File: src/rtl/multicycle_controller_if.sv
// Control bundle between the multi-cycle controller and the datapath.
// master = controller side, slave = datapath side.
interface multicycle_controller_if;
  // Datapath status into the controller
  logic [6:0] op;
  logic [2:0] funct3;
  logic       zero;
  logic       lt;
  // Controller outputs to the datapath
  logic       pc_write;
  logic       adr_src;
  logic       mem_write;
  logic       ir_write;
  logic       reg_write;
  logic [1:0] alu_src_a;
  logic [1:0] alu_src_b;
  logic [1:0] alu_op;
  logic [1:0] result_src;
  logic [2:0] imm_src;
  logic       illegal;

  modport master (
    input  op, funct3, zero, lt,
    output pc_write, adr_src, mem_write, ir_write, reg_write,
    output alu_src_a, alu_src_b, alu_op, result_src, imm_src, illegal
  );

  modport slave (
    output op, funct3, zero, lt,
    input  pc_write, adr_src, mem_write, ir_write, reg_write,
    input  alu_src_a, alu_src_b, alu_op, result_src, imm_src, illegal
  );
endinterface

File: src/rtl/multicycle_controller.sv
// Main control FSM of the multi-cycle RISC-V datapath.
// Sequences fetch/decode/execute/memory/writeback and drives the datapath
// selects, write enables and immediate-extend select.
// Optional feature macro: ILLEGAL_TRAP_EN -- unknown opcodes park the FSM in a
// TRAP state (illegal=1) until reset; without it they act as a 2-cycle NOP.
module multicycle_controller #(
  parameter int STATE_W = 4
) (
  input  logic                   clk,
  input  logic                   rst,
  multicycle_controller_if.master ctrl
);

  localparam logic [6:0] OP_LOAD   = 7'b0000011;
  localparam logic [6:0] OP_STORE  = 7'b0100011;
  localparam logic [6:0] OP_RTYPE  = 7'b0110011;
  localparam logic [6:0] OP_ITYPE  = 7'b0010011;
  localparam logic [6:0] OP_BRANCH = 7'b1100011;
  localparam logic [6:0] OP_JAL    = 7'b1101111;
  localparam logic [6:0] OP_JALR   = 7'b1100111;
  localparam logic [6:0] OP_LUI    = 7'b0110111;

  localparam logic [1:0] A_PC     = 2'b00;
  localparam logic [1:0] A_OLDPC  = 2'b01;
  localparam logic [1:0] A_REGA   = 2'b10;
  localparam logic [1:0] B_REGB   = 2'b00;
  localparam logic [1:0] B_IMM    = 2'b01;
  localparam logic [1:0] B_FOUR   = 2'b10;
  localparam logic [1:0] OP_ADD   = 2'b00;
  localparam logic [1:0] OP_SUB   = 2'b01;
  localparam logic [1:0] OP_FUNCT = 2'b10;
  localparam logic [1:0] RES_ALUOUT = 2'b00;
  localparam logic [1:0] RES_MDR    = 2'b01;
  localparam logic [1:0] RES_ALU    = 2'b10;
  localparam logic [1:0] RES_IMM    = 2'b11;

  typedef enum logic [STATE_W-1:0] {
    S_FETCH    = 4'd0,
    S_DECODE   = 4'd1,
    S_MEMADR   = 4'd2,
    S_MEMREAD  = 4'd3,
    S_MEMWB    = 4'd4,
    S_MEMWRITE = 4'd5,
    S_EXEC_R   = 4'd6,
    S_EXEC_I   = 4'd7,
    S_ALUWB    = 4'd8,
    S_BRANCH   = 4'd9,
    S_JALR_ADR = 4'd10,
    S_JUMP     = 4'd11,
    S_LUI      = 4'd12,
    S_TRAP     = 4'd13
  } state_t;

  state_t state_q, state_d;

  // Enables before reset gating; selects go straight to the bus.
  logic pc_write_raw;
  logic mem_write_raw;
  logic ir_write_raw;
  logic reg_write_raw;
  logic branch_taken;

  // State register; reset returns to FETCH and abandons any instruction.
  always_ff @(posedge clk) begin
    if (rst) begin
      state_q <= S_FETCH;
    end else begin
      state_q <= state_d;
    end
  end

  // Branch condition from funct3 and the ALU flags.
  always_comb begin
    branch_taken = 1'b0;
    case (ctrl.funct3)
      3'b000:  branch_taken = ctrl.zero;
      3'b001:  branch_taken = ~ctrl.zero;
      3'b100:  branch_taken = ctrl.lt;
      3'b101:  branch_taken = ~ctrl.lt;
      default: branch_taken = 1'b0;
    endcase
  end

  // Immediate-extend select, decoded from op every cycle.
  always_comb begin
    ctrl.imm_src = 3'b000;
    case (ctrl.op)
      OP_LOAD, OP_ITYPE, OP_JALR: ctrl.imm_src = 3'b000;
      OP_STORE:                   ctrl.imm_src = 3'b001;
      OP_BRANCH:                  ctrl.imm_src = 3'b010;
      OP_JAL:                     ctrl.imm_src = 3'b011;
      OP_LUI:                     ctrl.imm_src = 3'b100;
      default:                    ctrl.imm_src = 3'b000;
    endcase
  end

  // Next-state logic and Moore output decode (pc_write in BRANCH is the one Mealy term).
  always_comb begin
    state_d         = S_FETCH;
    pc_write_raw    = 1'b0;
    mem_write_raw   = 1'b0;
    ir_write_raw    = 1'b0;
    reg_write_raw   = 1'b0;
    ctrl.adr_src    = 1'b0;
    ctrl.alu_src_a  = A_PC;
    ctrl.alu_src_b  = B_REGB;
    ctrl.alu_op     = OP_ADD;
    ctrl.result_src = RES_ALUOUT;
    case (state_q)
      S_FETCH: begin
        ctrl.adr_src    = 1'b0;
        ir_write_raw    = 1'b1;
        ctrl.alu_src_a  = A_PC;
        ctrl.alu_src_b  = B_FOUR;
        ctrl.alu_op     = OP_ADD;
        ctrl.result_src = RES_ALU;
        pc_write_raw    = 1'b1;
        state_d         = S_DECODE;
      end
      S_DECODE: begin
        // Speculative old_pc + imm lands in ALU-out for branches and jal.
        ctrl.alu_src_a = A_OLDPC;
        ctrl.alu_src_b = B_IMM;
        ctrl.alu_op    = OP_ADD;
        case (ctrl.op)
          OP_LOAD, OP_STORE: state_d = S_MEMADR;
          OP_RTYPE:          state_d = S_EXEC_R;
          OP_ITYPE:          state_d = S_EXEC_I;
          OP_BRANCH:         state_d = S_BRANCH;
          OP_JAL:            state_d = S_JUMP;
          OP_JALR:           state_d = S_JALR_ADR;
          OP_LUI:            state_d = S_LUI;
`ifdef ILLEGAL_TRAP_EN
          default:           state_d = S_TRAP;
`else
          default:           state_d = S_FETCH;
`endif
        endcase
      end
      S_MEMADR: begin
        ctrl.alu_src_a = A_REGA;
        ctrl.alu_src_b = B_IMM;
        ctrl.alu_op    = OP_ADD;
        state_d        = (ctrl.op == OP_LOAD) ? S_MEMREAD : S_MEMWRITE;
      end
      S_MEMREAD: begin
        ctrl.adr_src = 1'b1;
        state_d      = S_MEMWB;
      end
      S_MEMWB: begin
        ctrl.result_src = RES_MDR;
        reg_write_raw   = 1'b1;
        state_d         = S_FETCH;
      end
      S_MEMWRITE: begin
        ctrl.adr_src  = 1'b1;
        mem_write_raw = 1'b1;
        state_d       = S_FETCH;
      end
      S_EXEC_R: begin
        ctrl.alu_src_a = A_REGA;
        ctrl.alu_src_b = B_REGB;
        ctrl.alu_op    = OP_FUNCT;
        state_d        = S_ALUWB;
      end
      S_EXEC_I: begin
        ctrl.alu_src_a = A_REGA;
        ctrl.alu_src_b = B_IMM;
        ctrl.alu_op    = OP_FUNCT;
        state_d        = S_ALUWB;
      end
      S_ALUWB: begin
        ctrl.result_src = RES_ALUOUT;
        reg_write_raw   = 1'b1;
        state_d         = S_FETCH;
      end
      S_BRANCH: begin
        // Target from DECODE sits in ALU-out; ALU compares rs1/rs2 here.
        ctrl.alu_src_a  = A_REGA;
        ctrl.alu_src_b  = B_REGB;
        ctrl.alu_op     = OP_SUB;
        ctrl.result_src = RES_ALUOUT;
        pc_write_raw    = branch_taken;
        state_d         = S_FETCH;
      end
      S_JALR_ADR: begin
        // rs1 + imm overwrites the speculative target in ALU-out.
        ctrl.alu_src_a = A_REGA;
        ctrl.alu_src_b = B_IMM;
        ctrl.alu_op    = OP_ADD;
        state_d        = S_JUMP;
      end
      S_JUMP: begin
        // Load target into PC while the ALU forms the link value old_pc + 4.
        ctrl.result_src = RES_ALUOUT;
        pc_write_raw    = 1'b1;
        ctrl.alu_src_a  = A_OLDPC;
        ctrl.alu_src_b  = B_FOUR;
        ctrl.alu_op     = OP_ADD;
        state_d         = S_ALUWB;
      end
      S_LUI: begin
        ctrl.result_src = RES_IMM;
        reg_write_raw   = 1'b1;
        state_d         = S_FETCH;
      end
      S_TRAP: begin
`ifdef ILLEGAL_TRAP_EN
        state_d = S_TRAP;
`else
        state_d = S_FETCH;
`endif
      end
      default: begin
        state_d = S_FETCH;
      end
    endcase
  end

  // Enables are held low for as long as reset is asserted.
  assign ctrl.pc_write  = pc_write_raw  & ~rst;
  assign ctrl.mem_write = mem_write_raw & ~rst;
  assign ctrl.ir_write  = ir_write_raw  & ~rst;
  assign ctrl.reg_write = reg_write_raw & ~rst;

`ifdef ILLEGAL_TRAP_EN
  assign ctrl.illegal = (state_q == S_TRAP);
`else
  assign ctrl.illegal = 1'b0;
`endif

endmodule

File: src/flat_wrapper.sv
// flat-port wrapper written by rule: the top's interface ports become plain ports
module multicycle_controller_flat 
#(
  parameter int STATE_W = 4
)
  (clk, rst, ctrl_op, ctrl_funct3, ctrl_zero, ctrl_lt, ctrl_pc_write, ctrl_adr_src, ctrl_mem_write, ctrl_ir_write, ctrl_reg_write, ctrl_alu_src_a, ctrl_alu_src_b, ctrl_alu_op, ctrl_result_src, ctrl_imm_src, ctrl_illegal);
  multicycle_controller_if ctrl_i ();
  input  logic clk;
  input  logic rst;
  input wire logic [$bits(ctrl_i.op)-1:0] ctrl_op;
  input wire logic [$bits(ctrl_i.funct3)-1:0] ctrl_funct3;
  input wire logic [$bits(ctrl_i.zero)-1:0] ctrl_zero;
  input wire logic [$bits(ctrl_i.lt)-1:0] ctrl_lt;
  output wire logic [$bits(ctrl_i.pc_write)-1:0] ctrl_pc_write;
  output wire logic [$bits(ctrl_i.adr_src)-1:0] ctrl_adr_src;
  output wire logic [$bits(ctrl_i.mem_write)-1:0] ctrl_mem_write;
  output wire logic [$bits(ctrl_i.ir_write)-1:0] ctrl_ir_write;
  output wire logic [$bits(ctrl_i.reg_write)-1:0] ctrl_reg_write;
  output wire logic [$bits(ctrl_i.alu_src_a)-1:0] ctrl_alu_src_a;
  output wire logic [$bits(ctrl_i.alu_src_b)-1:0] ctrl_alu_src_b;
  output wire logic [$bits(ctrl_i.alu_op)-1:0] ctrl_alu_op;
  output wire logic [$bits(ctrl_i.result_src)-1:0] ctrl_result_src;
  output wire logic [$bits(ctrl_i.imm_src)-1:0] ctrl_imm_src;
  output wire logic [$bits(ctrl_i.illegal)-1:0] ctrl_illegal;
  assign ctrl_i.op = ctrl_op;
  assign ctrl_i.funct3 = ctrl_funct3;
  assign ctrl_i.zero = ctrl_zero;
  assign ctrl_i.lt = ctrl_lt;
  assign ctrl_pc_write = ctrl_i.pc_write;
  assign ctrl_adr_src = ctrl_i.adr_src;
  assign ctrl_mem_write = ctrl_i.mem_write;
  assign ctrl_ir_write = ctrl_i.ir_write;
  assign ctrl_reg_write = ctrl_i.reg_write;
  assign ctrl_alu_src_a = ctrl_i.alu_src_a;
  assign ctrl_alu_src_b = ctrl_i.alu_src_b;
  assign ctrl_alu_op = ctrl_i.alu_op;
  assign ctrl_result_src = ctrl_i.result_src;
  assign ctrl_imm_src = ctrl_i.imm_src;
  assign ctrl_illegal = ctrl_i.illegal;
  multicycle_controller #(.STATE_W(STATE_W)) u_core (.clk(clk), .rst(rst), .ctrl(ctrl_i));
endmodule
File: config.mk
export PLATFORM = sky130hd
export DESIGN_NAME = multicycle_controller_flat
export DESIGN_NICKNAME = d
export VERILOG_FILES = /design/src/rtl/multicycle_controller_if.sv /design/src/rtl/multicycle_controller.sv /design/src/flat_wrapper.sv
export SDC_FILE = /design/constraint.sdc
export NUM_CORES = 1
export LEC_CHECK = 0
export BUFFER_PORTS_ARGS = -buffer_cell sky130_fd_sc_hd__buf_2
export CORE_AREA = 2 2 39 41
export CTS_CLUSTER_SIZE = 40
export DETAILED_ROUTE_END_ITERATION = 10
export DIE_AREA = 0 0 41 43
export PLACE_DENSITY = 0.75
export SETUP_SLACK_MARGIN = 0.3
export SLEW_MARGIN = 40
export SYNTH_ARGS = -nofsm -noshare
export SYNTH_HDL_FRONTEND = slang
export SYNTH_SLANG_ARGS = --single-unit
File: constraint.sdc
create_clock -name clk -period 1.68 [get_ports clk]
set_input_delay 0 -clock clk [delete_from_list [all_inputs] [get_ports clk]]
set_output_delay 0 -clock clk [all_outputs]
set_load 0.02 [all_outputs]
=== After elaboration in Yosys (flattened, before gate mapping) ===
Index checks and enable logic that the tools add are counted.

* Bits in registers: 4
* Input port bits: 14
* Output and inout port bits: 17

* Equal/unequal tests: 23
* Muxes and demuxes: 14
* Bitwise operators: 7
* Reductions and logical operators: 11

{| class="wikitable"
|+ Operators by type and width
! operator !! count
|-
| one-hot mux 4 bit (7 select lines) || 1
|-
| one-hot mux 4 bit (6 select lines) || 1
|-
| == test 7 x 6 -> 1 bit, second input constant || 3
|-
| == test 7 bit, second input constant || 3
|-
| == test 4 bit, second input constant || 5
|-
| == test 4 x 3 -> 1 bit, second input constant || 4
|-
| one-hot mux 2 bit (2 select lines) || 3
|-
| one-hot mux 3 bit (4 select lines) || 1
|-
| OR reduction 2 bit || 5
|-
| == test 4 x 2 -> 1 bit, second input constant || 2
|-
| == test 7 x 2 -> 1 bit, second input constant || 1
|-
| == test 7 x 5 -> 1 bit, second input constant || 1
|-
| == test 3 bit, second input constant || 2
|-
| one-hot mux 2 bit (3 select lines) || 1
|-
| OR reduction 3 bit || 2
|-
| OR reduction 5 bit || 1
|-
| bitwise AND 1 bit || 4
|-
| == test 4 x 1 -> 1 bit, second input constant || 1
|-
| zero test 4 bit || 1
|-
| 2-to-1 mux 1 bit || 4
|-
| one-hot mux 1 bit (4 select lines) || 1
|-
| OR reduction 4 bit || 1
|-
| == test 3 x 1 -> 1 bit, second input constant || 1
|-
| zero test 3 bit || 1
|-
| other kinds (3) || 5
|}

=== Longest topological paths before layout ===
* Depth after elaboration: 4
* Mapped depth: 5
* Depth with buffers taken out: 4

=== Worst setup path before layout ===
No wires, ideal clock.

* Path kind: register to output
* From: register u_core.state_q[2]
* To: output port ctrl_pc_write
* Arrival: 1.649 ns
* Data required time: 1.680 ns
* Setup slack: 0.031 ns
* Cell stages (with the launch flop): 5
* Path buffers: 1
* Cell sequence: dfxtp_1 clkbuf_1 nor3b_1 a31oi_1 nor2_1

* Word-level cells in the longest chain between the ends: 4
* Elaborated cells on any way between the ends: 6
* Classes of those cells: 2 x eq/ne; 1 x mux; 1 x bitwise; 2 x reduce/logical

{| class="wikitable"
|+ Ends and longest elaborated chain
! what !! RTL line !! source
|-
| from (decl) || multicycle_controller.sv:54 || <nowiki>state_t state_q, state_d;</nowiki>
|-
| from (signal assigned) || multicycle_controller.sv:68 || <nowiki>state_q <= state_d;</nowiki>
|-
| == test 4 bit or zero test 4 bit (tied branches) || multicycle_controller.sv:109 || <nowiki>case (state_q)</nowiki>
|-
| OR reduction 2 bit (no line) || n/a ||
|-
| one-hot mux 1 bit (2 select lines) (*) || multicycle_controller.sv:109 ||
|-
| bitwise AND 1 bit (*) || multicycle_controller.sv:221 || <nowiki>assign ctrl.pc_write = pc_write_raw & ~rst;</nowiki>
|-
| to (decl) || flat_wrapper.sv:14 || <nowiki>output wire logic [$bits(ctrl_i.pc_write)-1:0] ctrl_pc_write;</nowiki>
|}

Every way passes the cells marked *; elsewhere a longest branch is shown, timed or not.

=== Final worst setup path ===
* From: register u_core.state_q[1]
* To: output port ctrl_pc_write

The elaborated chain is that of the path after synthesis.

==> flow_summary_export.csv <==
group,metric,value,unit
power,p_per_area,473,nW/um2
timing,setup_ws,0.247,ns
floorplan,ios,31,
logic_synthesis,synth_top_area_cell,"dfxtp_1",
place,hpwl,1050,um
min_path,hold_end,"u_core.state_q[3]",
clock_network,clk_latency,0.23,ns
logic_synthesis,syn_nets,93,
logic_synthesis,yosysMostFrequentCell,"nand2_1",
grt,grt_first_pass_wirelength,2200,um
run,cap_violations,0,
clock_network,clkTransAtPathRegs,0.03,ns
detailed_routing,drt-wirelength-per-cell,11.4,um
setup_path,cp_num_buf_inv,2,
detailed_routing,num_vias,660,
clock_network,clockRootBuffer,"clkbuf_4",
place,dpl-instance-area,697,um2
setup_path,cp_slowest_cell,"or3_4",
logic_synthesis,syn_area,539,um2
setup_path,required,1.68,ns
place,post-place-ws,0.295,ns
logic_synthesis,netlist_instances,79,
logic_synthesis,ys_seq_area_share,14.8,%
power,finalPower,0.376,mW
final_layout,final_core_util,57.4,%
final_layout,drive_gt1_share,44.4,%
power,p_leak,0.359,nW
final_layout,largest_reg_flops,4,
timing,fin_crit_sh,85.3,%
setup_path,r2r.worst_path.cells,3,
clock_network,clk_path_buf_depth,2,
detailed_routing,first_pass_iters,4,
final_layout,regMostFlops,"u_core.state_q",
floorplan,core,1380,um2
final_layout,fin_area,795,um2
logic_synthesis,synth_area_per_cell,6.83,um2
final_layout,antenna_cells,0,
setup_path,cp-start-kind,"register",
grt,gr-total-overflow,0,
timing,slew_violations,0,
timing,period_needed,1.43,ns
setup_path,crit_chain,"buf_6, or3_4, a21oi_2, a31oi_1, nor2_2, buf_6",
grt,grt_usage,17.7,%
clock_network,cts_max_level,1,
timing,finalHoldViolCount,0,
logic_synthesis,netlist-cell-type-count,38,
final_layout,fillers,133,
min_path,whs_path_depth,2,
place,io_buffers,29,
logic_synthesis,synth-seq-cells,4,
timing,rsz0062_at_grt,"true",
min_path,min_path_type,"input port to register",
setup_path,rr_startpoint,"u_core.state_q[1]",
floorplan,dieArea,1760,um2
grt,antenna_found_initial,0,
logic_synthesis,synthDominantCellAreaShare,14.8,%
detailed_routing,routed_wl,1420,um
final_layout,area_growth,47.3,%
final_layout,layoutNonFillerInstCount,124,
logic_synthesis,yosys_warnings,0,
logic_synthesis,synth_enable_flop_cells,0,
logic_synthesis,synth.top_cells.by_area,"dfxtp_1, xor2_1, a21oi_1",
place,routabilityCongestion,0.797,
grt,grt_start_max_net_pins,15,
timing,holdWs,0.0992,ns
timing,setup_tns,0,ns
timing,setup_viol,0,
setup_path,cp_slowest_stage_delay,0.36,ns
floorplan,start_util,39.0,%
floorplan,die_h,43,um
min_path,hold_path.startpoint,"rst",
setup_path,cpMostUsedCell,"buf_6",
grt,grt_pass1_vias,536,
setup_path,path_delay_family,"simple AND/OR/NAND/NOR gates",
power,ir_drop,0.277,mV
setup_path,startpoint,"u_core.state_q[1]",
final_layout,reg_top3,"u_core.state_q (4)",
floorplan,num_rows,14,
clock_network,cts_buffers,3,
logic_synthesis,synthFlopType,"dfxtp_1",
setup_path,cp.arrival,1.43,ns
logic_synthesis,yosys-top-cells-count,"nand2_1, a21oi_1, nor2_1",
detailed_routing,vias_per_cell,5.32,
place,dpl.cell_count,119,
timing,fmax,698,MHz
setup_path,reg2reg_slack,0.29,ns
logic_synthesis,synthArstFlopShare,0,%
detailed_routing,postRouteAntennaNets,0,
clock_network,tritoncts,"built",
final_layout,layout.nets,124,
clock_network,cts_sinks,4,
detailed_routing,drt_iter0_markers,14,
setup_path,r2r_end,"u_core.state_q[3]",
timing,worst_clock_skew,0.00282,ns
outcome,status,"complete, no violations",
setup_path,endpoint_kind,"output port",
setup_path,crit_type,"register to output port",
detailed_routing,drc,0,
setup_path,path_max_fanout,2,
floorplan,die_w,41,um
## cells by family (layout without fill, tap and decap cells)
kind of cell	Yosys count	in the layout	share of synthesized area, %
muxes	1	1	1.86
AOI/OAI and AO/OA	19	19	23.9
xor gates and xnor gates	5	5	8.12
other	1	1	0.695
and+or+nand+nor	38	38	40.4
buffers and inverters	11	40	10.2
DFF	4	4	14.8
## worst max-delay path by stage
stage	end	slack (ns)	cells after the start
after floorplan	ctrl_pc_write	0.25	5
after global placement	u_core.state_q[3]	0.34	2
after detailed placement	u_core.state_q[3]	0.30	2
after CTS	ctrl_pc_write	0.22	6
after global routing	ctrl_pc_write	0.18	6
final	ctrl_pc_write	0.25	6
## where the power goes
part	total (mW)	switching, mW	leakage (nW)	internal, mW
clock	0.112	0.0327	0.0138	0.0794
combinational	0.163	0.0952	0.310	0.0676
sequential	0.101	0.00345	0.0344	0.0976
## what timing repair did
item,CTS,global route
pin swaps,3,3
hold buffers,0,0
gates resized for setup,6,10
setup buffers,2,0
endpoints found under the setup margin,7,8
## placed cells by master, fill, tap and decap left out, types with 2 or more instances in the layout
cell type / n
nand2_1: 6
buf_6: 2
nor2b_1: 2
clkbuf_4: 3
nand3_1: 3
buf_2: 25
inv_1: 4
dfxtp_2: 2
nor4_1: 2
nor3b_1: 2
xnor2_1: 2
buf_4: 5
o21ai_0: 4
nand2b_1: 3
and3_1: 2
xor2_1: 3
nor2_1: 4
a21oi_1: 4
nor3_1: 4
or3_4: 2
a211oi_1: 2
## metal layers
layer	part of all wire (%)	GRT usage, %	up-vias	routed length, um
li1	-	-	346	-
met1	44	23.2	283	630
met2	47	27.8	31	667
met3	8.5	3.14	0	121
met4	0	6.00	0	0
met5	0	0	-	0
## layout make-up
| cell class | instances | area, um2 | area share [%] |
|---|---|---|---|
| Timing Repair Buffer | 33 | 200 | 25.2 |
| Multi-Input combinational cell | 64 | 450 | 56.7 |
| Clock buffer | 3 | 22.5 | 2.83 |
| Tap cell | 16 | 20.0 | 2.52 |
| Sequential cell | 4 | 86.3 | 10.9 |
| Inverter | 4 | 15.0 | 1.89 |
(Power assumes the default switching activity.)
